**src/rtl/alu_sequencer_pkg.sv**
```systemverilog
// Shared definitions for the multi-cycle instruction sequencer and its external ALU:
// opcode map, sequencer state encoding, register-file write-source codes and decode helpers.
package alu_sequencer_pkg;

    typedef enum logic [2:0] {
        ST_IDLE   = 3'd0,
        ST_FETCH  = 3'd1,
        ST_DECODE = 3'd2,
        ST_EXEC   = 3'd3,
        ST_MEM    = 3'd4,
        ST_WB     = 3'd5,
        ST_HALT   = 3'd6
    } seq_state_e;

    localparam logic [5:0] OP_ADD  = 6'd0;
    localparam logic [5:0] OP_SUB  = 6'd1;
    localparam logic [5:0] OP_ADDI = 6'd2;
    localparam logic [5:0] OP_SUBI = 6'd3;
    localparam logic [5:0] OP_LW   = 6'd4;
    localparam logic [5:0] OP_SW   = 6'd5;
    localparam logic [5:0] OP_AND  = 6'd6;
    localparam logic [5:0] OP_OR   = 6'd7;
    localparam logic [5:0] OP_ANDI = 6'd8;
    localparam logic [5:0] OP_ORI  = 6'd9;
    localparam logic [5:0] OP_XOR  = 6'd10;
    localparam logic [5:0] OP_SLT  = 6'd11;
    localparam logic [5:0] OP_NOP  = 6'd12;
    localparam logic [5:0] OP_NOP2 = 6'd13;
    localparam logic [5:0] OP_BEQ  = 6'd14;
    localparam logic [5:0] OP_BNE  = 6'd15;
    localparam logic [5:0] OP_BLT  = 6'd16;
    localparam logic [5:0] OP_BGE  = 6'd17;
    localparam logic [5:0] OP_BLE  = 6'd18;
    localparam logic [5:0] OP_BGT  = 6'd19;
    localparam logic [5:0] OP_J    = 6'd20;
    localparam logic [5:0] OP_JR   = 6'd21;
    localparam logic [5:0] OP_JAL  = 6'd22;
    localparam logic [5:0] OP_SLL  = 6'd23;
    localparam logic [5:0] OP_LUI  = 6'd24;
    localparam logic [5:0] OP_HALT = 6'd63;

    localparam logic [1:0] WSEL_ALU  = 2'd0;
    localparam logic [1:0] WSEL_MEM  = 2'd1;
    localparam logic [1:0] WSEL_LINK = 2'd2;

    function automatic logic op_uses_imm(input logic [5:0] op);
        case (op)
            OP_ADDI, OP_SUBI, OP_LW, OP_SW, OP_ANDI, OP_ORI, OP_LUI: return 1'b1;
            default: return 1'b0;
        endcase
    endfunction

    function automatic logic op_is_rtype(input logic [5:0] op);
        case (op)
            OP_ADD, OP_SUB, OP_AND, OP_OR, OP_XOR, OP_SLT, OP_SLL: return 1'b1;
            default: return 1'b0;
        endcase
    endfunction

    // Every opcode in 0..11 writes back, so sw also returns its ALU result to rt.
    function automatic logic op_writes_rf(input logic [5:0] op);
        return (op <= OP_SLT) || (op == OP_JAL) || (op == OP_SLL) || (op == OP_LUI);
    endfunction

    function automatic logic op_is_branch(input logic [5:0] op);
        return (op >= OP_BEQ) && (op <= OP_BGT);
    endfunction

    function automatic logic op_is_illegal(input logic [5:0] op);
        return (op > OP_LUI) && (op < OP_HALT);
    endfunction

    function automatic logic [31:0] sext16(input logic [15:0] imm);
        return {{16{imm[15]}}, imm};
    endfunction

endpackage

```
**src/rtl/alu_sequencer_if.sv**
```systemverilog
// Memory, ALU and register-file connections of the sequencer; master is the sequencer side.
interface alu_sequencer_if;
    logic        imem_req;
    logic [31:0] imem_addr;
    logic        imem_valid;
    logic [31:0] imem_rdata;
    logic [31:0] ir;
    logic        alu_src_imm;
    logic [31:0] alu_c;
    logic        alu_zero;
    logic [31:0] rs_data;
    logic        rf_we;
    logic [4:0]  rf_waddr;
    logic [1:0]  rf_wsel;
    logic        dmem_req;
    logic        dmem_we;
    logic [31:0] dmem_addr;
    logic        dmem_ack;

    modport master (
        output imem_req, imem_addr, ir, alu_src_imm, rf_we, rf_waddr, rf_wsel,
               dmem_req, dmem_we, dmem_addr,
        input  imem_valid, imem_rdata, alu_c, alu_zero, rs_data, dmem_ack
    );

    modport slave (
        input  imem_req, imem_addr, ir, alu_src_imm, rf_we, rf_waddr, rf_wsel,
               dmem_req, dmem_we, dmem_addr,
        output imem_valid, imem_rdata, alu_c, alu_zero, rs_data, dmem_ack
    );
endinterface

```
**src/rtl/alu_sequencer_seq_timeout.sv**
```systemverilog
// Wait-cycle counter for fetch and data handshakes; expired flags the last permitted waiting cycle.
module seq_timeout #(
    parameter int MEM_TIMEOUT = 16
) (
    input  logic clk,
    input  logic rst,
    input  logic clear,
    input  logic count,
    output logic expired
);
    localparam int CW = (MEM_TIMEOUT > 1) ? $clog2(MEM_TIMEOUT) : 1;
    localparam logic [CW-1:0] LAST = CW'(MEM_TIMEOUT - 1);

    logic [CW-1:0] cnt_r;

    // Count waiting cycles, saturating on the last one.
    always_ff @(posedge clk or posedge rst) begin
        if (rst) begin
            cnt_r <= '0;
        end else if (clear) begin
            cnt_r <= '0;
        end else if (count && (cnt_r != LAST)) begin
            cnt_r <= cnt_r + CW'(1);
        end
    end

    assign expired = count && (cnt_r == LAST);

endmodule

```
**src/rtl/alu_sequencer.sv**
```systemverilog
// Multi-cycle fetch/decode/execute/memory/writeback sequencer driving an external ALU,
// register file and separate instruction/data memories.
module alu_sequencer
    import alu_sequencer_pkg::*;
#(
    parameter logic [31:0] RESET_PC    = 32'h0000_0000,
    parameter int          MEM_TIMEOUT = 16
) (
    input  logic                  clk,
    input  logic                  rst,
    input  logic                  start,
    alu_sequencer_if.master       bus,
    output logic [31:0]           pc,
    output logic                  busy,
    output logic                  halted,
    output logic                  err,
    output logic [31:0]           instret
);
    seq_state_e  state_r, state_s;
    logic [31:0] pc_r, ir_r, instret_r, pc_next_s;
    logic        err_r, halted_r, busy_r, alu_src_imm_r;
    logic        imem_req_r, dmem_req_r, dmem_we_r, rf_we_r;
    logic [4:0]  rf_waddr_r, waddr_s;
    logic [1:0]  rf_wsel_r, wsel_s;
    logic [5:0]  op_s;
    logic        wait_s, clear_s, timeout_s, err_set_s, launch_s;

    assign op_s     = ir_r[31:26];
    assign wait_s   = ((state_r == ST_FETCH) && !bus.imem_valid) || ((state_r == ST_MEM) && !bus.dmem_ack);
    assign clear_s  = (state_r != ST_FETCH) && (state_r != ST_MEM);
    assign launch_s = ((state_r == ST_IDLE) || (state_r == ST_HALT)) && start;

    seq_timeout #(.MEM_TIMEOUT(MEM_TIMEOUT)) u_timeout (
        .clk     (clk),
        .rst     (rst),
        .clear   (clear_s),
        .count   (wait_s),
        .expired (timeout_s)
    );

    // State register.
    always_ff @(posedge clk or posedge rst) begin
        if (rst) begin
            state_r <= ST_IDLE;
        end else begin
            state_r <= state_s;
        end
    end

    // Next-state selection and error detection.
    always_comb begin
        state_s   = state_r;
        err_set_s = 1'b0;
        case (state_r)
            ST_IDLE, ST_HALT: begin
                if (start) state_s = ST_FETCH;
                else       state_s = state_r;
            end
            ST_FETCH: begin
                if (bus.imem_valid) begin
                    state_s = ST_DECODE;
                end else if (timeout_s) begin
                    state_s   = ST_HALT;
                    err_set_s = 1'b1;
                end else begin
                    state_s = ST_FETCH;
                end
            end
            ST_DECODE: state_s = ST_EXEC;
            ST_EXEC: begin
                if ((op_s == OP_LW) || (op_s == OP_SW)) state_s = ST_MEM;
                else                                     state_s = ST_WB;
            end
            ST_MEM: begin
                if (bus.dmem_ack) begin
                    state_s = ST_WB;
                end else if (timeout_s) begin
                    state_s   = ST_HALT;
                    err_set_s = 1'b1;
                end else begin
                    state_s = ST_MEM;
                end
            end
            ST_WB: begin
                if (op_s == OP_HALT) begin
                    state_s = ST_HALT;
                end else if (op_is_illegal(op_s)) begin
                    state_s   = ST_HALT;
                    err_set_s = 1'b1;
                end else begin
                    state_s = ST_FETCH;
                end
            end
            default: state_s = ST_IDLE;
        endcase
    end

    // Program-counter successor; illegal opcodes leave pc pointing at the offender.
    always_comb begin
        pc_next_s = pc_r + 32'd1;
        if (op_is_branch(op_s)) begin
            if (bus.alu_zero) pc_next_s = pc_r + 32'd1 + sext16(ir_r[15:0]);
            else              pc_next_s = pc_r + 32'd1;
        end else if ((op_s == OP_J) || (op_s == OP_JAL)) begin
            pc_next_s = {6'b0, ir_r[25:0]};
        end else if (op_s == OP_JR) begin
            pc_next_s = bus.rs_data;
        end else if (op_is_illegal(op_s)) begin
            pc_next_s = pc_r;
        end else begin
            pc_next_s = pc_r + 32'd1;
        end
    end

    // Register-file destination and write source.
    always_comb begin
        waddr_s = ir_r[20:16];
        wsel_s  = WSEL_ALU;
        if (op_s == OP_JAL) begin
            waddr_s = 5'd31;
            wsel_s  = WSEL_LINK;
        end else if (op_s == OP_LW) begin
            waddr_s = ir_r[20:16];
            wsel_s  = WSEL_MEM;
        end else if (op_is_rtype(op_s)) begin
            waddr_s = ir_r[15:11];
            wsel_s  = WSEL_ALU;
        end else begin
            waddr_s = ir_r[20:16];
            wsel_s  = WSEL_ALU;
        end
    end

    // Architectural state: pc, instruction register, retire counter, error flag.
    always_ff @(posedge clk or posedge rst) begin
        if (rst) begin
            pc_r          <= RESET_PC;
            ir_r          <= 32'h0;
            instret_r     <= 32'h0;
            err_r         <= 1'b0;
            alu_src_imm_r <= 1'b0;
        end else begin
            if (launch_s) begin
                pc_r      <= RESET_PC;
                instret_r <= 32'h0;
                err_r     <= 1'b0;
            end
            if ((state_r == ST_FETCH) && bus.imem_valid) ir_r <= bus.imem_rdata;
            if (state_r == ST_DECODE) alu_src_imm_r <= op_uses_imm(op_s);
            if (state_r == ST_WB) begin
                pc_r <= pc_next_s;
                if (instret_r != 32'hFFFF_FFFF) instret_r <= instret_r + 32'd1;
            end
            if (err_set_s) err_r <= 1'b1;
        end
    end

    // Handshake and status outputs registered from the upcoming state.
    always_ff @(posedge clk or posedge rst) begin
        if (rst) begin
            busy_r     <= 1'b0;
            halted_r   <= 1'b0;
            imem_req_r <= 1'b0;
            dmem_req_r <= 1'b0;
            dmem_we_r  <= 1'b0;
            rf_we_r    <= 1'b0;
            rf_waddr_r <= 5'd0;
            rf_wsel_r  <= WSEL_ALU;
        end else begin
            busy_r     <= (state_s != ST_IDLE) && (state_s != ST_HALT);
            halted_r   <= (state_s == ST_HALT);
            imem_req_r <= (state_s == ST_FETCH);
            dmem_req_r <= (state_s == ST_MEM);
            dmem_we_r  <= (state_s == ST_MEM) && (op_s == OP_SW);
            rf_we_r    <= (state_s == ST_WB) && op_writes_rf(op_s);
            if (state_s == ST_WB) begin
                rf_waddr_r <= waddr_s;
                rf_wsel_r  <= wsel_s;
            end
        end
    end

    assign bus.imem_req    = imem_req_r;
    assign bus.imem_addr   = pc_r;
    assign bus.ir          = ir_r;
    assign bus.alu_src_imm = alu_src_imm_r;
    assign bus.rf_we       = rf_we_r;
    assign bus.rf_waddr    = rf_waddr_r;
    assign bus.rf_wsel     = rf_wsel_r;
    assign bus.dmem_req    = dmem_req_r;
    assign bus.dmem_we     = dmem_we_r;
    assign bus.dmem_addr   = bus.alu_c;
    assign pc              = pc_r;
    assign busy            = busy_r;
    assign halted          = halted_r;
    assign err             = err_r;
    assign instret         = instret_r;

endmodule

```
**src/flat_wrapper.sv**
```systemverilog
// flat-port wrapper written by rule: the top's interface ports become plain ports
module alu_sequencer_flat import alu_sequencer_pkg::*;
#(
    parameter logic [31:0] RESET_PC    = 32'h0000_0000,
    parameter int          MEM_TIMEOUT = 16
)
  (clk, rst, start, pc, busy, halted, err, instret, bus_imem_req, bus_imem_addr, bus_ir, bus_alu_src_imm, bus_rf_we, bus_rf_waddr, bus_rf_wsel, bus_dmem_req, bus_dmem_we, bus_dmem_addr, bus_imem_valid, bus_imem_rdata, bus_alu_c, bus_alu_zero, bus_rs_data, bus_dmem_ack);
  alu_sequencer_if bus_i ();
  input  logic clk;
  input  logic rst;
  input  logic start;
  output logic [31:0] pc;
  output logic busy;
  output logic halted;
  output logic err;
  output logic [31:0] instret;
  output wire logic [$bits(bus_i.imem_req)-1:0] bus_imem_req;
  output wire logic [$bits(bus_i.imem_addr)-1:0] bus_imem_addr;
  output wire logic [$bits(bus_i.ir)-1:0] bus_ir;
  output wire logic [$bits(bus_i.alu_src_imm)-1:0] bus_alu_src_imm;
  output wire logic [$bits(bus_i.rf_we)-1:0] bus_rf_we;
  output wire logic [$bits(bus_i.rf_waddr)-1:0] bus_rf_waddr;
  output wire logic [$bits(bus_i.rf_wsel)-1:0] bus_rf_wsel;
  output wire logic [$bits(bus_i.dmem_req)-1:0] bus_dmem_req;
  output wire logic [$bits(bus_i.dmem_we)-1:0] bus_dmem_we;
  output wire logic [$bits(bus_i.dmem_addr)-1:0] bus_dmem_addr;
  input wire logic [$bits(bus_i.imem_valid)-1:0] bus_imem_valid;
  input wire logic [$bits(bus_i.imem_rdata)-1:0] bus_imem_rdata;
  input wire logic [$bits(bus_i.alu_c)-1:0] bus_alu_c;
  input wire logic [$bits(bus_i.alu_zero)-1:0] bus_alu_zero;
  input wire logic [$bits(bus_i.rs_data)-1:0] bus_rs_data;
  input wire logic [$bits(bus_i.dmem_ack)-1:0] bus_dmem_ack;
  assign bus_imem_req = bus_i.imem_req;
  assign bus_imem_addr = bus_i.imem_addr;
  assign bus_ir = bus_i.ir;
  assign bus_alu_src_imm = bus_i.alu_src_imm;
  assign bus_rf_we = bus_i.rf_we;
  assign bus_rf_waddr = bus_i.rf_waddr;
  assign bus_rf_wsel = bus_i.rf_wsel;
  assign bus_dmem_req = bus_i.dmem_req;
  assign bus_dmem_we = bus_i.dmem_we;
  assign bus_dmem_addr = bus_i.dmem_addr;
  assign bus_i.imem_valid = bus_imem_valid;
  assign bus_i.imem_rdata = bus_imem_rdata;
  assign bus_i.alu_c = bus_alu_c;
  assign bus_i.alu_zero = bus_alu_zero;
  assign bus_i.rs_data = bus_rs_data;
  assign bus_i.dmem_ack = bus_dmem_ack;
  alu_sequencer #(.RESET_PC(RESET_PC), .MEM_TIMEOUT(MEM_TIMEOUT)) u_core (.clk(clk), .rst(rst), .start(start), .bus(bus_i), .pc(pc), .busy(busy), .halted(halted), .err(err), .instret(instret));
endmodule
```
**config.mk**
```make
export PLATFORM = sky130hd
export DESIGN_NAME = alu_sequencer_flat
export DESIGN_NICKNAME = d
export VERILOG_FILES = /design/src/rtl/alu_sequencer_pkg.sv /design/src/rtl/alu_sequencer_if.sv /design/src/rtl/alu_sequencer_seq_timeout.sv /design/src/rtl/alu_sequencer.sv /design/src/flat_wrapper.sv
export SDC_FILE = /design/constraint.sdc
export NUM_CORES = 1
export LEC_CHECK = 0
export ABC_AREA = 0
export CAP_MARGIN = 20
export CORE_AREA = 2 2 142 144
export DETAILED_ROUTE_END_ITERATION = 8
export DIE_AREA = 0 0 144 146
export PLACE_DENSITY = 0.84
export SYNTH_ARGS = -nofsm -noshare
export SYNTH_HDL_FRONTEND = slang
export SYNTH_SLANG_ARGS = --single-unit
export TNS_END_PERCENT = 10
```
**constraint.sdc**
```tcl
create_clock -name clk -period 5.1 [get_ports clk]
set_input_delay 0.51 -clock clk [delete_from_list [all_inputs] [get_ports clk]]
set_output_delay 0.51 -clock clk [all_outputs]
set_load 0.01 [all_outputs]
```
==> Yosys cells after proc, flatten, opt, wreduce, memory -nomap -nowiden <==
Index checks and enable logic that the tools add are counted.
{ "classes": {"n_eq_ne": 34, "addsub": 4, "n_lt_le_gt_ge": 5, "reduce_logical": 31, "mux": 38} }
{ "ops": {"columns": ["operator", "n"], "rows": [
  ["two-way mux 32 bit", 10],
  ["adder 32 x 1 -> 32 bit, second input constant", 2],
  ["adder 32 bit", 1],
  ["inequality test 32 bit, second input constant", 1],
  ["== test 6 x 5 -> 1 bit, second input constant", 5],
  ["== test 6 x 3 -> 1 bit, second input constant", 4],
  ["== test 6 x 4 -> 1 bit, second input constant", 4],
  ["== test 3 bit, second input constant", 6],
  ["two-way mux 3 bit", 6],
  ["one-hot mux 3 bit (6 select lines)", 1],
  ["two-way mux 5 bit", 3],
  ["OR reduction 7 bit", 2],
  ["two-way mux 1 bit", 13],
  ["== test 6 x 2 -> 1 bit, second input constant", 2],
  ["logical AND 1 bit", 12],
  ["two-way mux 4 bit", 2],
  ["logical OR 1 bit", 7],
  ["== test 3 x 1 -> 1 bit, second input constant", 2],
  ["== test 3 x 2 -> 1 bit, second input constant", 2],
  ["== test 6 x 1 -> 1 bit, second input constant", 1],
  ["== test 6 bit, second input constant", 1],
  ["greater-or-equal comparator 6 x 4 -> 1 bit, second input constant", 1],
  ["> comparator 6 x 5 -> 1 bit, second input constant", 1],
  ["less-or-equal comparator 6 x 4 -> 1 bit, second input constant", 1],
  ["17 further kinds", 22]
]} }
{ "totals": {"wordCells": 127, "in_bits": 102, "register_bits": 118} }

==> Logic depth before layout (Yosys ltp) <==
Gate-level depths: netlist (run 1).
{ "logic_depth": {"depth_word": 9, "depth_mapped": 16, "ltp_nobuf": 15} }

==> Cells and area by module <==
From an unflattened synthesis (run 1), not the netlist that was laid out.
{ "unflattened": {"cells_unflattened": 1078, "area_unflattened_um2": 9106.2} }
{ "modules_own_cells": {"columns": ["module", "area_per_inst_um2", "n_inst", "cells_each", "seq_area_each_um2"], "rows": [
  ["alu_sequencer", 8872.3, 1, 1055, 2852.7],
  ["seq_timeout", 234.0, 1, 23, 100.1]
]} }

==> Least setup slack after synthesis (run 1) <==
No wires, ideal clock.
{ "synth_timing": {"path_type": "register to register", "start": "register u_core.pc_r[0] (netlist: u_core.bus.imem_addr[0])", "end": "register u_core.pc_r[31] (netlist: u_core.bus.imem_addr[31])", "stages_incl_launch_ff": 17, "path_buffers": 2, "setup_ps": 137, "path_slack_ps": 1473, "period_less_slack_ps": 3627, "t_arrival_ps": 3490, "cell_sequence": "dfrtp_1 -> ha_1 -> and3_1 -> clkbuf_1 -> nand4_1 -> xor2_1 -> inv_1 -> ha_1 -> clkbuf_1 -> a21o_1 -> a21o_1 -> a21oi_1 -> o32ai_1 -> o311ai_1 -> a211oi_1 -> a2111oi_1 -> o21ai_1"} }
{ "synth_via": {"elab_chain_cells": 6} }
{ "synth_lines": {"columns": ["element", "line_no", "text"], "rows": [
  ["from (decl)", "alu_sequencer.sv:20", "logic [31:0] pc_r, ir_r, instret_r, pc_next_s;"],
  ["from (signal assigned)", "alu_sequencer.sv:151", "pc_r <= pc_next_s;"],
  ["adder 32 x 1 -> 32 bit (*)", null, null],
  ["parallel branches: the longest is 3 deep, another holds adder 32 bit", null, null],
  ["two-way mux 32 bit (*)", "alu_sequencer.sv:101", "if (op_is_branch(op_s)) begin"],
  ["two-way mux 32 bit (*)", "alu_sequencer.sv:150", "if (state_r == ST_WB) begin"]
]} }
Every way passes the cells marked *. The select of a mux whose other input is x is not followed.
A chain may end at the register's enable or synchronous reset.

==> Final worst setup path (run 1) <==
{ "layout_timing": {"start": "register u_core.pc_r[7] (netlist: u_core.bus.imem_addr[7])", "end": "register u_core.pc_r[31] (netlist: u_core.bus.imem_addr[31])"} }
Same word-level chain as after synthesis.

==> impl_summary.md, run 1 <==
Synth
A synthesized cell averages 8.396 sq um. Summing every instance area after synthesis gives 9361 sq um. The count of yosys warnings during synthesis is 0. The synthesized instance count is 1115. After synthesis, the share of flip-flops with an asynchronous set or reset is 100.0%. The synthesized net count is 1258.

The fraction of synthesized cell area taken by the top area cell type is 31.54%. sky130_fd_sc_hd__dfrtp_1 is the most common cell in the netlist. Sorting the synthesized cells by area gives the leading types as sky130_fd_sc_hd__dfrtp_1 (32%), sky130_fd_sc_hd__ha_1 (5.3%), sky130_fd_sc_hd__buf_4 (5.1%). Among all flip-flop cells after synthesis, the most frequent one is sky130_fd_sc_hd__dfrtp_1. The sequential area share after synthesis is 31.54%. After synthesis, the netlist uses 85 different library cells.

After synthesis the netlist holds a flip-flop and latch count of 118. By count the netlist is led by sky130_fd_sc_hd__dfrtp_1 (118), sky130_fd_sc_hd__nand2_1 (110), sky130_fd_sc_hd__nor2_1 (92), sky130_fd_sc_hd__a21oi_1 (74), sky130_fd_sc_hd__buf_4 (64). The top cell type by total area after synthesis is sky130_fd_sc_hd__dfrtp_1. The synthesized design contains 0 enable-type register cells.

Routing
The via total after detailed routing is 9372. In the final routed layout, each cell accounts on average for 20.56 microns. The routed design uses 3.053 mm of met3 wire.

Using the TritonRoute via totals, the vias-per-cell ratio works out to 6.170. The length of routed wiring on met1 is 12.76 mm. The detailed-routing iteration count for the pre-antenna-repair pass is 8.

The top layer reached by signal wires is met4. The number of design-rule violations left by the first detailed-router iteration is 746. The routed design has 31.23 mm of wire. For this run, design rule violations remaining after detail routing come to 0. The met2 wirelength from detailed routing is 14.24 mm. The count of nets left with antenna violations once routing finished came out at 0.

Run status
The flow ran to the end, and the final reports show no timing, DRC or antenna violations.

STA
The upper clock frequency limit is 0.2239 GHz. The post-route worst setup slack is 0.6329 ns. The count of final max-slew check failures is 0. The time the final worst path needs with I/O delays and setup is 4.467 ns. The final critical-path share of the clock period is 87.59%. The setup TNS is 0 ns.

The worst clock skew is 0.008871 ns. Hold timing on the final database bottoms out at a slack of 0.4622 ns. The normalized max-slew margin is 38.29%.

For the pin with the worst max-slew slack, the measured transition is 0.9235 ns. Setup repair after global routing left no endpoint under its margin. The final count of hold timing violations came to 0. The count of endpoints failing setup in the final report is 0.

Critical path
For the worst setup path, the data arrival time is 4.75 ns. The reg-to-reg setup timing slack is 0.63 ns. For the worst setup path, the data required time is 5.38 ns. The type of the worst setup path is register to register. Of all nets on the critical path, the largest fanout is 8.

The critical path startpoint category is a register. The worst setup path is captured at a register.

Floorplanning
277 I/O pins were placed. The die is 146 microns tall. The floorplan die area is 21020 sq um. The core area is 19330 sq um.

For this configuration, the core starts out at a cell density of 48.42%. The width of the die is 144 microns. The initialized floorplan defines 51 standard-cell rows.

Min path
The worst hold path belongs to the class input port to async pin.

Layout
Relative to the synthesized area, the layout overhead comes to 26.99%. The final standard cell count with taps included and fillers excluded is 1519. The net count of the finished layout is 1384. The repair_antennas step left the layout with diodes totalling 0. The share of final-layout standard cells stronger than drive strength 1 is 7.895%.

Clocking
The CTS H-tree depth is 4. The number of gates given a new drive strength after cts is 0. The root buffer selected by CTS is sky130_fd_sc_hd__clkbuf_16. The count of buffers added by post-CTS timing repair for setup is 0. The maximum clock path buffer count is 2. TritonCTS created 17 clock buffers. TritonCTS built the clock tree. Hold repair after CTS inserted 0 buffers. The tree built by TritonCTS fans out to 118 sinks. The insertion delay of the later-clocked pin in the worst-skew pair is 0.43 ns. The CTS clock-pin slew for the worst setup and hold paths is 0.06 ns.

GRT
The number of global-route vias before repair was 8981. Summed over all layers, the global routing overflow is 0. The first global-routing pass estimated 48.71 mm of wire. The pin count of the biggest net entering global routing is 81. Global routing used 29.58% of the available tracks.

The number of antenna violations at the first check in global routing came to 0.

Place
The final weighted congestion in routability-driven placement is 0.9916. The count of input and output buffers is 212. The HPWL after detailed placement is 22.12 mm.

The minimum setup slack after placement is 0.9073 ns. Including well taps, the total number of placed cells is 1486.

Power
In this run the static leakage power is 5.078 nW. For this design the ratio of total power to cell area is 541.0 nW/um^2. The maximum vdd ir drop is 0.3245 mV.

Run
The reported max-cap violation count is 0.
-- placed cells by master, fill, tap and decap left out, types with 9 or more instances in the layout --
cell type | netlist | layout
sky130_fd_sc_hd__inv_1 | 37 | 36
sky130_fd_sc_hd__nand4_1 | 19 | 19
sky130_fd_sc_hd__o21ai_0 | 51 | 50
sky130_fd_sc_hd__nor3_1 | 20 | 20
sky130_fd_sc_hd__buf_4 | 64 | 11
sky130_fd_sc_hd__xnor2_1 | 38 | 38
sky130_fd_sc_hd__nand3_1 | 42 | 42
sky130_fd_sc_hd__o211ai_1 | 10 | 10
sky130_fd_sc_hd__o31ai_1 | 15 | 15
sky130_fd_sc_hd__a211oi_1 | 22 | 22
sky130_fd_sc_hd__a22o_1 | 10 | 10
sky130_fd_sc_hd__clkbuf_16 | 0 | 17
sky130_fd_sc_hd__nand2_1 | 110 | 110
sky130_fd_sc_hd__and2_1 | 10 | 10
sky130_fd_sc_hd__clkdlybuf4s50_1 | 0 | 212
sky130_fd_sc_hd__mux2i_1 | 20 | 20
sky130_fd_sc_hd__a21o_1 | 26 | 26
sky130_fd_sc_hd__ha_1 | 40 | 40
sky130_fd_sc_hd__nor2_1 | 92 | 91
sky130_fd_sc_hd__o21ai_1 | 9 | 9
sky130_fd_sc_hd__a31oi_1 | 9 | 9
sky130_fd_sc_hd__mux2_2 | 32 | 32
sky130_fd_sc_hd__a21oi_1 | 74 | 74
sky130_fd_sc_hd__and3_1 | 17 | 17
sky130_fd_sc_hd__dfrtp_1 | 118 | 118
sky130_fd_sc_hd__xor2_1 | 25 | 25
-- worst paths after layout --
kind,start,endpoint,depth (start not counted)
setup reg to reg,u_core.bus.imem_addr[7],u_core.bus.imem_addr[31],14
min in group clk,u_core.bus.rf_waddr[2],u_core.bus.rf_waddr[2],1
max in group asynchronous,rst,u_core.instret[27],4
hold reg to reg,u_core.bus.rf_waddr[2],u_core.bus.rf_waddr[2],1
setup / recovery,u_core.bus.imem_addr[7],u_core.bus.imem_addr[31],14
hold / removal,rst,u_core.bus.ir[22],2
-- logic make-up (layout without fill, tap and decap cells) --
family / after synthesis / in the layout / share of synthesized area (%)
fa+ha+maj: 41 / 41 / 5.560
simple gates: 374 / 374 / 19.78
mux: 52 / 52 / 5.988
xor+xnor: 63 / 63 / 5.894
flops: 118 / 118 / 31.54
buf+inv: 155 / 294 / 8.821
compound gates: 312 / 312 / 22.41
-- cell type report --
type                    instances  area [sq um]
well taps                     265         331.6
fillers                      1624          7447
inverters                      38         145.1
clock inverters                13         170.2
multi-input cells             842          5603
clock buffers                  19         452.9
flip-flops and latches        118          2953
repair buffers                224          2232
-- report_power, final --
group | switching, mW | total [mW] | internal [mW]
logic | 1.89 | 3.46 | 1.57
registers | 0.493 | 1.68 | 1.19
clock network | 0.483 | 1.28 | 0.801
-- critical path, cell delays in order (launching register included) --
cell                        delay, ns
sky130_fd_sc_hd__dfrtp_1         0.48
sky130_fd_sc_hd__and4_1          0.34
sky130_fd_sc_hd__nand3_1         0.22
sky130_fd_sc_hd__nor4_1          0.73
sky130_fd_sc_hd__nand2_1         0.15
sky130_fd_sc_hd__xnor2_1         0.27
sky130_fd_sc_hd__ha_1            0.35
sky130_fd_sc_hd__inv_1           0.14
sky130_fd_sc_hd__o21ai_1         0.08
sky130_fd_sc_hd__a21oi_1         0.21
sky130_fd_sc_hd__o211ai_1        0.14
sky130_fd_sc_hd__a221oi_1        0.48
sky130_fd_sc_hd__a211oi_1        0.15
sky130_fd_sc_hd__a2111oi_1       0.42
sky130_fd_sc_hd__o21ai_1         0.15
-- layer usage --
metal  GRT usage [%]  vias up
met3           7.832       94
met4           12.35        0
li1                -     4277
met1           38.49     4499
met5               0        -
met2           46.40      502
-- through the flow --
step                      cell area, sq um  utilization, %  power (mW)
after floorplan                       9361               -       3.771
after global placement               11240           58.12       5.000
after detailed placement             11240           58.12       5.049
after CTS                            11860           61.34       6.376
after global routing                 11890           61.48       6.803
final                                11890           61.48       6.431
-- registers in the layout, indices dropped and copies added, names as in the netlist --
| register | flops |
|---|---|
| u_core.bus.imem_addr | 32 |
| u_core.bus.ir | 32 |
| u_core.instret | 32 |
| u_core.bus.rf_waddr | 5 |
| u_core.u_timeout.cnt_r | 4 |
| u_core.state_r | 3 |
| u_core.bus.rf_wsel | 2 |
| u_core.bus.alu_src_imm | 1 |
| u_core.bus.dmem_req | 1 |
| u_core.bus.dmem_we | 1 |
| u_core.bus.imem_req | 1 |
| u_core.bus.rf_we | 1 |
| u_core.busy | 1 |
| u_core.err | 1 |
| u_core.halted | 1 |
Note: power is estimated with default switching activity, not from simulation.
==> run 2, diff against run 1 <==
CELL_PAD_IN_SITES_DETAIL_PLACEMENT = 1   (was default)
CELL_PAD_IN_SITES_GLOBAL_PLACEMENT = 1   (was default)
CORE_AREA = 2 2 167 169   (was 2 2 142 144)
DIE_AREA = 0 0 169 171   (was 0 0 144 146)
GPL_TIMING_DRIVEN = 0   (was default)
PLACE_DENSITY = 0.83   (was 0.84)
==> run 2 against run 1 <==
Net effect: cell count is 15% higher; register-to-register slack got worse by 0.29 ns; sequential share of layout area is 2.0 points lower; sequential power fell by 3%; fmax fell by 6.0%; highest routed layer is now met5; critical path type unchanged; first-iteration DRC count is 26% lower; combinational power up 12%.
==> impl_summary.md, run 2 (synthesized netlist as in run 1, its figures left out) <==
Layout
The share of final-layout standard cells stronger than drive strength 1 is 11.33% (was 7.895%). The final non-filler cell area is 12920 sq um (was 11890 sq um). The area growth from synthesis to layout is 38.01% (was 26.99%). The final-stage net count is 1524 (was 1384). The final standard cell count with taps included and fillers excluded was 1741 (was 1519). The post-layout utilization of the core was 47.28% (was 61.48%).

The most frequent standard cell in the layout excluding fill and tap cells is sky130_fd_sc_hd__clkdlybuf4s50_1 (unchanged). Highest-count cells in the layout ignoring fill and taps: sky130_fd_sc_hd__clkdlybuf4s50_1 (243), sky130_fd_sc_hd__dfrtp_1 (118), sky130_fd_sc_hd__nand2_1 (110), sky130_fd_sc_hd__nor2_1 (92), sky130_fd_sc_hd__a21oi_1 (74) (was sky130_fd_sc_hd__clkdlybuf4s50_1 (212), sky130_fd_sc_hd__dfrtp_1 (118), sky130_fd_sc_hd__nand2_1 (110), sky130_fd_sc_hd__nor2_1 (91), sky130_fd_sc_hd__a21oi_1 (74)).

Run status
Run status: complete, no violations (unchanged).

GRT
The pin count of the biggest net entering global routing is 77 (was 81). The total global-route track usage is 27.24% (was 29.58%). The met3 routing resource usage after global routing is 6.824% (was 7.832%). The global-route wire length before repair is 60.46 mm (was 48.71 mm).

The total congestion overflow after global routing is 0 (unchanged). The met1 demand-to-capacity share in global routing is 34.07% (was 38.49%). The met2 global-route usage is 45.83% (was 46.40%). The number of antenna violations at the first check in global routing is 3 (was 0). The number of global-route vias before repair is 10468 (was 8981).

The most used routing layer is met2 (unchanged).

Critical path
The delay of the slowest cell on the worst path is 0.59 ns (was 0.73 ns). The critical path startpoint category is a register (unchanged). The required arrival time at the worst endpoint was 5.39 ns (was 5.38 ns).

Ordered cell list for the critical path: ha_1, and3_1, clkbuf_1, nand4_1, xor2_1, inv_1, ha_1, clkbuf_1, a21o_1, a21o_1, a21oi_1, o32ai_2, o311ai_2, a211oi_1, a2111oi_1, o21ai_1 (was and4_1, nand3_1, nor4_1, nand2_1, xnor2_1, ha_1, inv_1, o21ai_1, a21oi_1, o211ai_1, a221oi_1, a211oi_1, a2111oi_1, o21ai_1). The type of the worst setup path is register to register (unchanged). The arrival time at the worst endpoint is 5.04 ns (was 4.75 ns). The largest delay contributor family on the critical path is compound AO/OA/AOI/OAI gates (unchanged). The slowest cell on the critical path is sky130_fd_sc_hd__dfrtp_1 (was sky130_fd_sc_hd__nor4_1). The number of buffer and inverter stages on the critical path is 3 (was 1). The element type at the critical path end is a register (unchanged). The largest fanout on the critical path is 10 (was 8).

STA
The count of final max-slew check failures is 0 (unchanged). The time the final worst path needs with I/O delays and setup is 4.753 ns (was 4.467 ns). The normalized max-slew margin came to 30.28% (was 38.29%).

Unrepaired setup endpoints after global routing: no (unchanged). The worst clock skew was 0.01245 ns (was 0.008871 ns). The slew at the pin closest to its max-slew limit is 1.046 ns (was 0.9235 ns).

The count of endpoints failing setup in the final report is 0 (unchanged). The upper clock frequency limit was 0.2104 GHz (was 0.2239 GHz). The final critical-path share of the clock period is 93.21% (was 87.59%).

The final count of hold timing violations is 0 (unchanged). The worst hold slack across all endpoints is 0.4782 ns (was 0.4622 ns).

Floorplanning
The number of top-level pins is 277 (unchanged). The placement row count was 61 (was 51). The height of the die is 171 microns (was 146 microns).

The initial core utilization is 34.26% (was 48.42%). The floorplan die area is 28900 sq um (was 21020 sq um). The core area is 27320 sq um (was 19330 sq um). The width of the die was 169 microns (was 144 microns).

Power
The part of the power in the clock network is 18.9% (was 20.0%). The sequential fraction of design power was 24.1% (was 26.2%). The maximum vdd ir drop is 0.2331 mV (was 0.3245 mV).

The internal power component is 3.640 mW (was 3.561 mW). The power per cell area is 523.8 nW/um^2 (was 541.0 nW/um^2). The switching part of the total power came to 46.21% (was 44.63%). The switching component of the power is 3.128 mW (was 2.870 mW).

The static leakage is 5.525 nW (was 5.078 nW). The proportion of power drawn by combinational gates came to 57.0% (was 53.8%).

Place
The cell area reported after detailed placement is 12260 sq um (was 11240 sq um). The count of input and output buffers is 243 (was 212). The HPWL after detailed placement is 29.80 mm (was 22.12 mm). The placed instance count is 1706 (was 1486).

The final weighted congestion in routability-driven placement came to 0.9432 (was 0.9916).

Routing
The remaining antenna violation count was 0 (unchanged). The total DRC errors in the routed layout is 0 (unchanged). The detailed-route vias per instance is 5.776 (was 6.170). The total routed wirelength came to 39.65 mm (was 31.23 mm). The detailed-routing iteration count for the pre-antenna-repair pass is 6 (was 8). The wire length per cell came to 22.77 microns (was 20.56 microns). The number of design-rule violations left by the first detailed-router iteration is 551 (was 746). The via total after detailed routing is 10056 (was 9372).

Clocking
The CTS clock-pin slew for the worst setup and hold paths came to 0.07 ns (was 0.06 ns). The count of buffers added by post-CTS timing repair for setup is 0 (unchanged). The CTS H-tree depth is 4 (unchanged). The root buffer selected by CTS is sky130_fd_sc_hd__clkbuf_16 (unchanged). The insertion delay of the later-clocked pin in the worst-skew pair came to 0.43 ns (about the same). The CTS tree was done (unchanged). The maximum clock path buffer count is 2 (unchanged). The total CTS buffers is 17 (unchanged). The sink count of the clock tree is 118 (unchanged).

Min path
The class of the most critical hold timing path is input port to async pin (unchanged).

Run
The reported max-cap violation count was 0 (unchanged).
-- run 2: what timing repair did --
item                                    4_1_cts  5_1_grt
endpoints found under the setup margin        0        1
hold buffers                                  0        0
resized for setup                             0        3
-- run 2: metrics by stage --
stage	worst slack [ns]	total power, mW	setup TNS (ns)
5_1_grt	0.01529	7.172	0
3_5_place_dp	0.3223	5.394	0
6_report	0.3465	6.768	0
3_3_place_gp	-0.6761	5.293	-78.06
4_1_cts	0.2849	6.708	0
2_1_floorplan	1.461	3.771	0
-- run 2: layer usage --
metal / vias to the layer above / part of all wire (%)
met1: 5009 / 42
met2: 424 / 47
met5: - / 0.033
met4: 2 / 3.2
li1: 4545 / -
met3: 76 / 7.8
-- run 2: worst paths after layout --
kind | depth (start not counted) | slack (ns) | start | endpoint
min | 2 | 0.48 | rst | u_core.instret[27]
min in group clk | 2 | 0.48 | u_core.bus.rf_wsel[1] | u_core.bus.rf_wsel[1]
max in group asynchronous | 3 | 3.86 | rst | u_core.bus.ir[27]
min reg2reg | 2 | 0.48 | u_core.bus.rf_wsel[1] | u_core.bus.rf_wsel[1]
max | 16 | 0.35 | u_core.bus.imem_addr[0] | u_core.bus.imem_addr[31]
max reg2reg | 16 | 0.35 | u_core.bus.imem_addr[0] | u_core.bus.imem_addr[31]
-- run 2: area by class of cell --
| type | instances | area [sq um] |
|---|---|---|
| repair buffers | 247 | 2497 |
| diodes | 1 | 2.502 |
| clock inverters | 14 | 160.2 |
| well taps | 346 | 432.9 |
| flip-flops and latches | 118 | 2953 |
| multi-input cells | 842 | 5604 |
| inverters | 38 | 147.6 |
| clock buffers | 18 | 439.2 |
| fillers | 3235 | 14400 |
| plain buffers | 117 | 683.2 |
-- run 2: power groups by stage --
stage          clock (mW)  sequential, mW  combinational, mW
2_1_floorplan           0            1.59               2.18
3_5_place_dp            0            1.67               3.73
4_1_cts              1.29            1.65               3.76
6_report             1.28            1.63               3.86
3_3_place_gp            0            1.65               3.64
5_1_grt              1.33            1.66               4.18
==> run 3, diff against run 2 <==
ABC_AREA = 1   (was 0)
CORE_AREA = 2 2 178 180   (was 2 2 167 169)
DIE_AREA = 0 0 180 182   (was 0 0 169 171)
==> run 3 against run 2 <==
Net effect: design area is 7.6% higher; setup slack improved by 0.81 ns; via count increased by 18%; flip-flop and latch count is the same; area after synthesis grew 10%; global-route usage down 0.33 points; total power grew 20%; register-to-register slack better by 0.81 ns; wire length increased by 12%; non-clock buffer count shrank 15; largest power group unchanged; highest routed layer unchanged.
==> impl_summary.md, run 3 <==
STA
The time the final worst path needs with I/O delays and setup is 3.939 ns (was 4.753 ns). The upper clock frequency limit is 0.2539 GHz (was 0.2104 GHz). The count of final max-slew check failures is 0 (unchanged).

The worst clock skew is 0.01361 ns (was 0.01245 ns). The final critical-path share of the clock period is 77.24% (was 93.21%). The final count of hold timing violations is 0 (unchanged). The slew at the pin closest to its max-slew limit is 0.8335 ns (was 1.046 ns).

The setup TNS is 0 ns (unchanged). The normalized max-slew margin is 44.43% (was 30.28%). Unrepaired setup endpoints after global routing: no (unchanged).

The count of endpoints failing setup in the final report was 0 (unchanged). The worst hold slack across all endpoints came to 0.4528 ns (was 0.4782 ns).

Critical path
The cell count along the critical path is 23 (was 16). Ordered cell list for the critical path: ha_1, nand2_1, inv_1, nand3_2, nor2_1, nand2_1, nor2_2, xor2_1, inv_1, ha_1, nand2_1, inv_1, nand2_1, nand3_1, a21oi_1, nor2_1, nor2_1, nand2_1, nand2_1, nand3_1, nand2_1, nand2_1, nand2_1 (was ha_1, and3_1, clkbuf_1, nand4_1, xor2_1, inv_1, ha_1, clkbuf_1, a21o_1, a21o_1, a21oi_1, o32ai_2, o311ai_2, a211oi_1, a2111oi_1, o21ai_1). The largest fanout on the critical path came to 7 (was 10). The number of buffer and inverter stages on the critical path was 3 (unchanged). The reg-to-reg setup timing slack is 1.16 ns (was 0.35 ns).

The arrival time at the worst endpoint came to 4.31 ns (was 5.04 ns). The delay of the slowest cell on the worst path is 0.49 ns (was 0.59 ns). The element type at the critical path end is a register (unchanged).

The launch point of the critical path was u_core.bus.imem_addr[0] (unchanged). The reg-to-reg critical path endpoint is u_core.bus.imem_addr[25] (was u_core.bus.imem_addr[31]). The depth of the worst register-to-register path came to 23 (was 16).

The slowest cell on the critical path is sky130_fd_sc_hd__dfrtp_1 (unchanged). The required arrival time at the worst endpoint is 5.47 ns (was 5.39 ns). The startpoint of the most critical register-to-register path is u_core.bus.imem_addr[0] (unchanged). The worst setup path endpoint is u_core.bus.imem_addr[25] (was u_core.bus.imem_addr[31]).

The critical path startpoint category is a register (unchanged). The largest delay contributor family on the critical path is simple AND/OR/NAND/NOR gates (was compound AO/OA/AOI/OAI gates). The most used cell along the critical path is sky130_fd_sc_hd__nand2_1.

The type of the worst setup path is register to register (unchanged).

Synth
The sequential area share after synthesis is 28.59% (was 31.54%). The synthesized flop and latch total was 118 (unchanged). The top cell type by total area after synthesis is sky130_fd_sc_hd__dfrtp_1 (unchanged).

The primary flip-flop cell chosen by synthesis mapping is sky130_fd_sc_hd__dfrtp_1 (unchanged). The average footprint of a synthesized cell was 6.479 sq um (was 8.396 sq um). The fraction of synthesized cell area taken by the top area cell type is 28.59% (was 31.54%).

The count of different cell masters after synthesis is 51 (was 85). The synthesized instance count is 1594 (was 1115). The number of enable-type register cells in the synthesized netlist is 0 (unchanged). The fraction of synthesis flops using an asynchronous set or reset pin came to 100.0% (unchanged). The library cell with the highest instance count after synthesis is sky130_fd_sc_hd__nand2_1 (was sky130_fd_sc_hd__dfrtp_1).

Most frequent cells after synthesis: sky130_fd_sc_hd__nand2_1 (481), sky130_fd_sc_hd__inv_1 (201), sky130_fd_sc_hd__nor2_1 (141), sky130_fd_sc_hd__dfrtp_1 (118), sky130_fd_sc_hd__nand3_1 (115) (was sky130_fd_sc_hd__dfrtp_1 (118), sky130_fd_sc_hd__nand2_1 (110), sky130_fd_sc_hd__nor2_1 (92), sky130_fd_sc_hd__a21oi_1 (74), sky130_fd_sc_hd__buf_4 (64)). The total standard cell area after synthesis was 10330 sq um (was 9361 sq um). The synthesized net count was 1737 (was 1258).

The count of yosys warnings during synthesis is 0 (unchanged). Most area-consuming cells after synthesis: sky130_fd_sc_hd__dfrtp_1 (29%), sky130_fd_sc_hd__nand2_1 (17%), sky130_fd_sc_hd__inv_1 (7.3%) (was sky130_fd_sc_hd__dfrtp_1 (32%), sky130_fd_sc_hd__ha_1 (5.3%), sky130_fd_sc_hd__buf_4 (5.1%)).

Clocking
The maximum clock path buffer count came to 2 (unchanged). The number of gates given a new drive strength after cts is 0 (unchanged). The count of buffers added by post-CTS timing repair for setup is 0 (unchanged). The insertion delay of the later-clocked pin in the worst-skew pair is 0.43 ns (about the same).

The root buffer selected by CTS is sky130_fd_sc_hd__clkbuf_16 (unchanged). The sink count of the clock tree is 118 (unchanged). The number of hold buffers added after cts is 0 (unchanged). The CTS H-tree depth is 4 (unchanged). The total CTS buffers is 17 (unchanged). The CTS clock-pin slew for the worst setup and hold paths came to 0.06 ns (was 0.07 ns).

The CTS tree is done (unchanged).

Layout
Highest-count cells in the layout ignoring fill and taps: sky130_fd_sc_hd__nand2_1 (481), sky130_fd_sc_hd__clkdlybuf4s50_1 (243), sky130_fd_sc_hd__inv_1 (200), sky130_fd_sc_hd__nor2_1 (141), sky130_fd_sc_hd__dfrtp_1 (118) (was sky130_fd_sc_hd__clkdlybuf4s50_1 (243), sky130_fd_sc_hd__dfrtp_1 (118), sky130_fd_sc_hd__nand2_1 (110), sky130_fd_sc_hd__nor2_1 (92), sky130_fd_sc_hd__a21oi_1 (74)). The post-layout utilization of the core is 44.85% (was 47.28%). The final standard cell count with taps included and fillers excluded is 2274 (was 1741). The share of final-layout standard cells stronger than drive strength 1 is 9.567% (was 11.33%). The most frequent standard cell in the layout excluding fill and tap cells is sky130_fd_sc_hd__nand2_1 (was sky130_fd_sc_hd__clkdlybuf4s50_1). The final non-filler cell area was 13900 sq um (was 12920 sq um). The area growth from synthesis to layout is 34.57% (was 38.01%). The number of fill cells is 4003 (was 3235).

The area of all sequential standard cells is 2953 sq um (unchanged). The final-stage net count is 2001 (was 1524). The area of combinational cells with multiple inputs is 5897 sq um (was 5604 sq um).

Routing
The total DRC errors in the routed layout is 0 (unchanged). The detailed-route vias per instance is 5.238 (was 5.776). The wire length per cell is 19.53 microns (was 22.77 microns). The number of design-rule violations left by the first detailed-router iteration is 659 (was 551).

The remaining antenna violation count is 0 (unchanged). The detailed-routing iteration count for the pre-antenna-repair pass is 7 (was 6). The total routed wirelength came to 44.42 mm (was 39.65 mm). The via total after detailed routing is 11911 (was 10056).

GRT
The number of antenna violations at the first check in global routing came to 3 (unchanged). The total global-route track usage is 26.91% (was 27.24%). The number of global-route vias before repair is 12712 (was 10468). The total congestion overflow after global routing was 0 (unchanged). The global-route wire length before repair is 69.39 mm (was 60.46 mm). The pin count of the biggest net entering global routing is 91 (was 77).

Power
The maximum vdd ir drop is 0.3002 mV (was 0.2331 mV). The power per cell area is 582.8 nW/um^2 (was 523.8 nW/um^2). The static leakage is 6.868 nW (was 5.525 nW).

Floorplanning
The width of the die is 180 microns (was 169 microns). The height of the die came to 182 microns (was 171 microns). The placement row count is 65 (was 61). The initial core utilization is 33.33% (was 34.26%). The core area is 30990 sq um (was 27320 sq um). The floorplan die area is 32760 sq um (was 28900 sq um). The number of top-level pins was 277 (unchanged).

Place
The final weighted congestion in routability-driven placement is 1.002 (was 0.9432). The cell area reported after detailed placement came to 13300 sq um (was 12260 sq um). The HPWL after detailed placement is 35.50 mm (was 29.80 mm). The count of input and output buffers is 243 (unchanged). The placed instance count is 2240 (was 1706).

Run
The reported max-cap violation count is 0 (unchanged).

Run status
Run status: complete, no violations (unchanged).

Min path
The class of the most critical hold timing path was input port to async pin (unchanged).
-- run 3: cell families (layout without fill, tap and decap cells) --
| logic type | after synthesis | count (layout) | synth area share (%) |
|---|---|---|---|
| multiplexers | 27 | 27 | 2.896 |
| other | 0 | 1 | 0 |
| AND/OR/NAND/NOR | 819 | 819 | 33.45 |
| XOR/XNOR | 31 | 31 | 2.629 |
| adder cells (fa/ha/maj) | 41 | 41 | 5.040 |
| flip-flops | 118 | 118 | 28.59 |
| AO/OA/AOI/OAI | 243 | 243 | 13.08 |
| buffers and inverters | 315 | 592 | 14.31 |
-- run 3: how the worst min path moves through the flow --
stage,startpoint,end,slack [ns],depth (start not counted)
2_1_floorplan,u_core.u_timeout.cnt_r[1],u_core.u_timeout.cnt_r[1],0.49,2
3_3_place_gp,u_core.bus.rf_waddr[0],u_core.bus.rf_waddr[0],0.47,2
3_5_place_dp,u_core.bus.rf_wsel[0],u_core.bus.rf_wsel[0],0.49,2
4_1_cts,rst,u_core.bus.imem_addr[6],0.45,2
5_1_grt,rst,u_core.bus.ir[10],0.48,2
6_report,rst,u_core.bus.imem_addr[6],0.45,2
-- run 3: final cells by class --
cell class,count,share of cell area [%]
multi-input cells,1161,42.43
flip-flops and latches,118,21.25
repair buffers,245,17.90
inverters,211,5.753
plain buffers,104,4.916
well taps,402,3.619
clock buffers,19,3.259
clock inverters,13,0.8553
diodes,1,0.01801
-- run 3: metal layers --
| metal | track usage [%] | share of wire, % |
|---|---|---|
| met1 | 31.74 | 41 |
| met2 | 48.54 | 50 |
| met3 | 4.593 | 5.6 |
| met4 | 10.57 | 3.4 |
| met5 | 0 | 0.063 |
-- run 3: report_power, final --
part | total [mW] | switching (mW) | leakage, nW | internal (mW)
Clock | 1.20 | 0.500 | 0.273 | 0.700
Sequential | 1.75 | 0.521 | 1.54 | 1.23
Combinational | 5.15 | 3.06 | 5.05 | 2.09
Total | 8.10 | 4.08 | 6.87 | 4.02
-- run 3: worst reg2reg max path: stages, from the launching register on --
cell and delay, ns:
sky130_fd_sc_hd__dfrtp_1 0.49, sky130_fd_sc_hd__ha_1 0.24, sky130_fd_sc_hd__nand2_1 0.08, sky130_fd_sc_hd__inv_1 0.10, sky130_fd_sc_hd__nand3_2 0.17, sky130_fd_sc_hd__nor2_1 0.30
sky130_fd_sc_hd__nand2_1 0.15, sky130_fd_sc_hd__nor2_2 0.19, sky130_fd_sc_hd__xor2_1 0.22, sky130_fd_sc_hd__inv_1 0.14, sky130_fd_sc_hd__ha_1 0.38, sky130_fd_sc_hd__nand2_1 0.16
sky130_fd_sc_hd__inv_1 0.06, sky130_fd_sc_hd__nand2_1 0.07, sky130_fd_sc_hd__nand3_1 0.10, sky130_fd_sc_hd__a21oi_1 0.23, sky130_fd_sc_hd__nor2_1 0.10, sky130_fd_sc_hd__nor2_1 0.13
sky130_fd_sc_hd__nand2_1 0.07, sky130_fd_sc_hd__nand2_1 0.06, sky130_fd_sc_hd__nand3_1 0.15, sky130_fd_sc_hd__nand2_1 0.16, sky130_fd_sc_hd__nand2_1 0.08, sky130_fd_sc_hd__nand2_1 0.06
-- run 3: stage by stage --
stage                     total power, mW  worst slack (ns)
final                               8.099             1.161
after global routing                8.704            0.8322
after floorplan                     4.666             1.461
after global placement              6.594           -0.4589
after CTS                           8.027             1.228
after detailed placement            6.782             1.242
==> RTL change 1 (settings of run 1) <==
The 7 states of `seq_state_e` get a Gray code encoding in 3 bits.
--- a/src/rtl/alu_sequencer_pkg.sv
+++ b/src/rtl/alu_sequencer_pkg.sv
@@ -3,13 +3,13 @@
 package alu_sequencer_pkg;
 
     typedef enum logic [2:0] {
-        ST_IDLE   = 3'd0,
-        ST_FETCH  = 3'd1,
-        ST_DECODE = 3'd2,
-        ST_EXEC   = 3'd3,
-        ST_MEM    = 3'd4,
-        ST_WB     = 3'd5,
-        ST_HALT   = 3'd6
+        ST_IDLE   = 3'b000,
+        ST_FETCH  = 3'b001,
+        ST_DECODE = 3'b011,
+        ST_EXEC   = 3'b010,
+        ST_MEM    = 3'b110,
+        ST_WB     = 3'b111,
+        ST_HALT   = 3'b101
     } seq_state_e;
 
     localparam logic [5:0] OP_ADD  = 6'd0;
Behaviour: no difference found for any inputs over 4 cycles, from zero or initial values and one cycle with rst high; so few cycles prove little.
==> RTL change 1 against run 1 <==
- maximum frequency is 7.2% higher
- worst setup slack better by 300 ps
- die area did not move
- final area is 2.0% lower
- via count decreased by 6.5%
- critical endpoint is now u_core.bus.imem_addr[29]
- cell count is 3.6% lower
- critical path type unchanged
- area after synthesis fell by 1.9%
- routed wire length decreased by 4.0%
- clock power decreased by 5%
- sequential cell count unchanged
- first-iteration DRC count down 7.0%
- total power is 14% higher
- clock skew hardly changed
==> RTL change 1: results (changes against run 1) <==
Run status
  • Status: finished, final reports clean (unchanged)

Detailed routing
  • Total Wirelength: 30000 microns (was 31200 microns)
  • Via/cell ratio: 5.98 (was 6.17)
  • DR top layer: met5 (was met4)
  • Met1 wire length: 12100 microns (was 12800 microns)

Critical path
  • Crit path arrival time: 4440 ps (was 4750 ps)
  • Crit path from: u_core.bus.imem_addr[0] (was u_core.bus.imem_addr[7])
  • Reg2reg path depth: 16 (was 14)
  • Crit Path Max Fanout: 10 (was 8)
  • CP endpoint: u_core.bus.imem_addr[29] (was u_core.bus.imem_addr[31])

Pwr
  • Logic power comb: 4.17 mW (was 3.46 mW)
  • Clock net power: 1.22 mW (was 1.28 mW)
  • Power, Total: 7.32 mW (was 6.43 mW)
  • Max VDD drop: 0.309 mV (was 0.325 mV)

Synthesis
  • Largest cells by area after synthesis: dfrtp_1, buf_4, ha_1, o21ai_0, nor2_1 (was dfrtp_1, ha_1, buf_4, nand2_1, a21oi_1)
  • Mean Syn Cell Area: 8.68 sq um (was 8.40 sq um)
  • Post-synthesis sequential area ratio: 32.1% (was 31.5%)
  • Post-synth top cells: dfrtp_1, nor2_1, nand2_1, o21ai_0, buf_4 (was dfrtp_1, nand2_1, nor2_1, a21oi_1, buf_4)
  • Post-synth cell types: 87 (was 85)

Final layout
  • Clkbuf count: 18 (was 19)
  • Nonclk inv count: 33 (was 38)
  • Non-Clock Buffer Area Fraction: 19.0% (was 18.8%)
  • Fill count: 1680 (was 1624)
  • Layout cells sized above 1: 9.33% (was 7.89%)
  • Clock-cell share: 5.10% (was 5.24%)

Timing
  • Clock skew: 9.18 ps (was 8.87 ps)
  • Worst hold slack: 455 ps (was 462 ps)

Placed design
  • GP Congestion: 0.997 (was 0.992)
  • Dpl cells: 1432 (was 1486)
  • Post-place instance area: 11000 sq um (was 11200 sq um)

Global routing
  • Pin count of the biggest net entering global routing: 46 (was 81)
  • Initial antenna violation count: 1 (was 0)
  • Overall Global Routing Usage: 28.6% (was 29.6%)
-- RTL change 1: cell types whose count changed after synthesis, sizes merged, moves of 9 or more --
cell    delta
a21o      -15
xor2       +9
a21oi     -15
nand2     -26
buf       +14
nand3     +12
mux2i      +9
o21ai     +20
clkbuf    -19
-- RTL change 1: kinds of logic after synthesis --
family,Yosys count,synth area share (%)
and+or+nand+nor,348,19.5
buffers and inverters,145,8.84
xor gates and xnor gates,67,6.63
DFF,118,32.1
AOI/OAI and AO/OA,280,20.4
muxes,59,6.84
adders and majority gates,41,5.67
-- RTL change 1: critical path: cells and delay by family, from the launching register on --
family | cells | cell delay (ps)
and+or+nand+nor | 8 | 1560
AOI/OAI and AO/OA | 4 | 910
adders and majority gates | 2 | 680
DFF | 1 | 520
xor gates and xnor gates | 2 | 350
==> RTL change 2 (settings of run 1) <==
Without the edit above. `MEM_TIMEOUT` is set to 16 in 3 places; all go to 8.
--- a/src/rtl/alu_sequencer_seq_timeout.sv
+++ b/src/rtl/alu_sequencer_seq_timeout.sv
@@ -1,6 +1,6 @@
 // Wait-cycle counter for fetch and data handshakes; expired flags the last permitted waiting cycle.
 module seq_timeout #(
-    parameter int MEM_TIMEOUT = 16
+    parameter int MEM_TIMEOUT = 8
 ) (
     input  logic clk,
     input  logic rst,
--- a/src/rtl/alu_sequencer.sv
+++ b/src/rtl/alu_sequencer.sv
@@ -4,7 +4,7 @@
     import alu_sequencer_pkg::*;
 #(
     parameter logic [31:0] RESET_PC    = 32'h0000_0000,
-    parameter int          MEM_TIMEOUT = 16
+    parameter int          MEM_TIMEOUT = 8
 ) (
     input  logic                  clk,
     input  logic                  rst,
--- a/src/flat_wrapper.sv
+++ b/src/flat_wrapper.sv
@@ -2,7 +2,7 @@
 module alu_sequencer_flat import alu_sequencer_pkg::*;
 #(
     parameter logic [31:0] RESET_PC    = 32'h0000_0000,
-    parameter int          MEM_TIMEOUT = 16
+    parameter int          MEM_TIMEOUT = 8
 )
   (clk, rst, start, pc, busy, halted, err, instret, bus_imem_req, bus_imem_addr, bus_ir, bus_alu_src_imm, bus_rf_we, bus_rf_waddr, bus_rf_wsel, bus_dmem_req, bus_dmem_we, bus_dmem_addr, bus_imem_valid, bus_imem_rdata, bus_alu_c, bus_alu_zero, bus_rs_data, bus_dmem_ack);
   alu_sequencer_if bus_i ();
Formal check against the unedited RTL: same outputs for any inputs over 4 cycles, from zero or initial values and one cycle with rst high; that may be too few to reach the edited logic, so the function may still have changed.
==> RTL change 2 against run 1 <==
- area after synthesis decreased by 2.8%
- sequential cell count shrank 1
- final area decreased by 2.4%
- sequential power grew 7%
- clock skew is essentially flat
- synthesized cell count down 4.3%
- maximum frequency up 1.2%
- total power grew 7.9%
- worst setup slack gained 52 ps
- hold slack is essentially flat
- routed wire length shrank 2.8%
- largest cell class unchanged
==> RTL change 2: results (changes against run 1) <==
Run status
  • Status: finished, final reports clean (unchanged)

Placed design
  • GP Congestion: 0.963 (was 0.992)
  • Post-detail-place hpwl: 21900 microns (was 22100 microns)
  • Dpl cells: 1446 (was 1486)
  • Place WS: 708 ps (was 907 ps)
  • Post-place instance area: 11000 sq um (was 11200 sq um)

Global routing
  • Pin count of the biggest net entering global routing: 45 (was 81)
  • Global-route wire length before repair: 47300 microns (was 48700 microns)
  • Overall Global Routing Usage: 29.0% (was 29.6%)
  • Met3 usage: 6.98% (was 7.83%)
  • Vias in the first global route: 8447 (was 8981)
  • Met2 Use GR: 46.0% (was 46.4%)
  • Met1 usage in global routing: 38.1% (was 38.5%)
  • Initial antenna violation count: 1 (was 0)

Synthesis
  • Post-synth cell types: 80 (was 85)
  • Mux share of post-synthesis cell area: 6.27% (was 5.99%)
  • Post-synthesis xor/xnor area fraction: 6.34% (was 5.89%)
  • Mean Syn Cell Area: 8.53 sq um (was 8.40 sq um)
  • Net Count, Synth: 1211 (was 1258)
  • Post-synthesis adder-cell area fraction: 5.86% (was 5.56%)
  • Post-synth top cells: dfrtp_1, nor2_1, nand2_1, a21oi_1 (was dfrtp_1, nand2_1, nor2_1, a21oi_1, buf_4)
  • Synth Area in Compound Gates: 21.0% (was 22.4%)
  • Yosys warns: 0 (unchanged)

Critical path
  • Crit Path Max Fanout: 10 (was 8)
  • Crit path required time: 5410 ps (was 5380 ps)
  • R2r setup slk: 680 ps (was 630 ps)
  • Reg2reg path depth: 15 (was 14)
  • Crit path arrival time: 4730 ps (was 4750 ps)
  • Slowest cell delay on critical path: 500 ps (was 730 ps)
  • Reg2reg start: u_core.bus.imem_addr[0] (was u_core.bus.imem_addr[7])

Timing
  • Slew margin rel.: 34.5% (was 38.3%)
  • Worst hold slack: 462 ps (about the same)

Final layout
  • Final Non-Filler Cells: 1479 (was 1519)
  • Nets: 1344 (was 1384)
  • Fill count: 1679 (was 1624)
  • Layout cells sized above 1: 8.08% (was 7.89%)

Detailed routing
  • Met3 wire len: 2700 microns (was 3050 microns)
  • Wire per inst: 20.5 microns (was 20.6 microns)
  • Pre-antenna DRT Iters: 6 (was 8)
  • Met2 routed WL: 14200 microns (about the same)
  • Met1 wire length: 12400 microns (was 12800 microns)
  • Initial DRC count: 622 (was 746)

Pwr
  • Sw power: 3.13 mW (was 2.87 mW)
  • Pleak: 5.03 nW (was 5.08 nW)
  • Register share of total power: 26.0% (was 26.2%)
  • Max VDD drop: 0.336 mV (was 0.325 mV)
## RTL change 2: cell type report
cell class | count | area (sq um) | share of cell area (%)
multi-input cells | 811 | 5410 | 46.6
flip-flops and latches | 117 | 2930 | 25.2
repair buffers | 226 | 2230 | 19.2
clock buffers | 18 | 439 | 3.78
well taps | 265 | 332 | 2.86
clock inverters | 14 | 165 | 1.42
inverters | 27 | 104 | 0.895
diodes | 1 | 2.50 | 0.0216
## RTL change 2: worst max path at each step
stage,start,endpoint,depth (start not counted)
6_report,u_core.bus.imem_addr[0],u_core.bus.imem_addr[31],15
5_1_grt,u_core.bus.imem_addr[0],u_core.bus.imem_addr[31],15
4_1_cts,u_core.bus.imem_addr[0],u_core.bus.imem_addr[31],15
3_5_place_dp,u_core.bus.imem_addr[0],u_core.bus.imem_addr[31],15
3_3_place_gp,u_core.bus.imem_addr[0],u_core.bus.imem_addr[31],15
2_1_floorplan,u_core.bus.imem_addr[2],u_core.bus.imem_addr[31],15
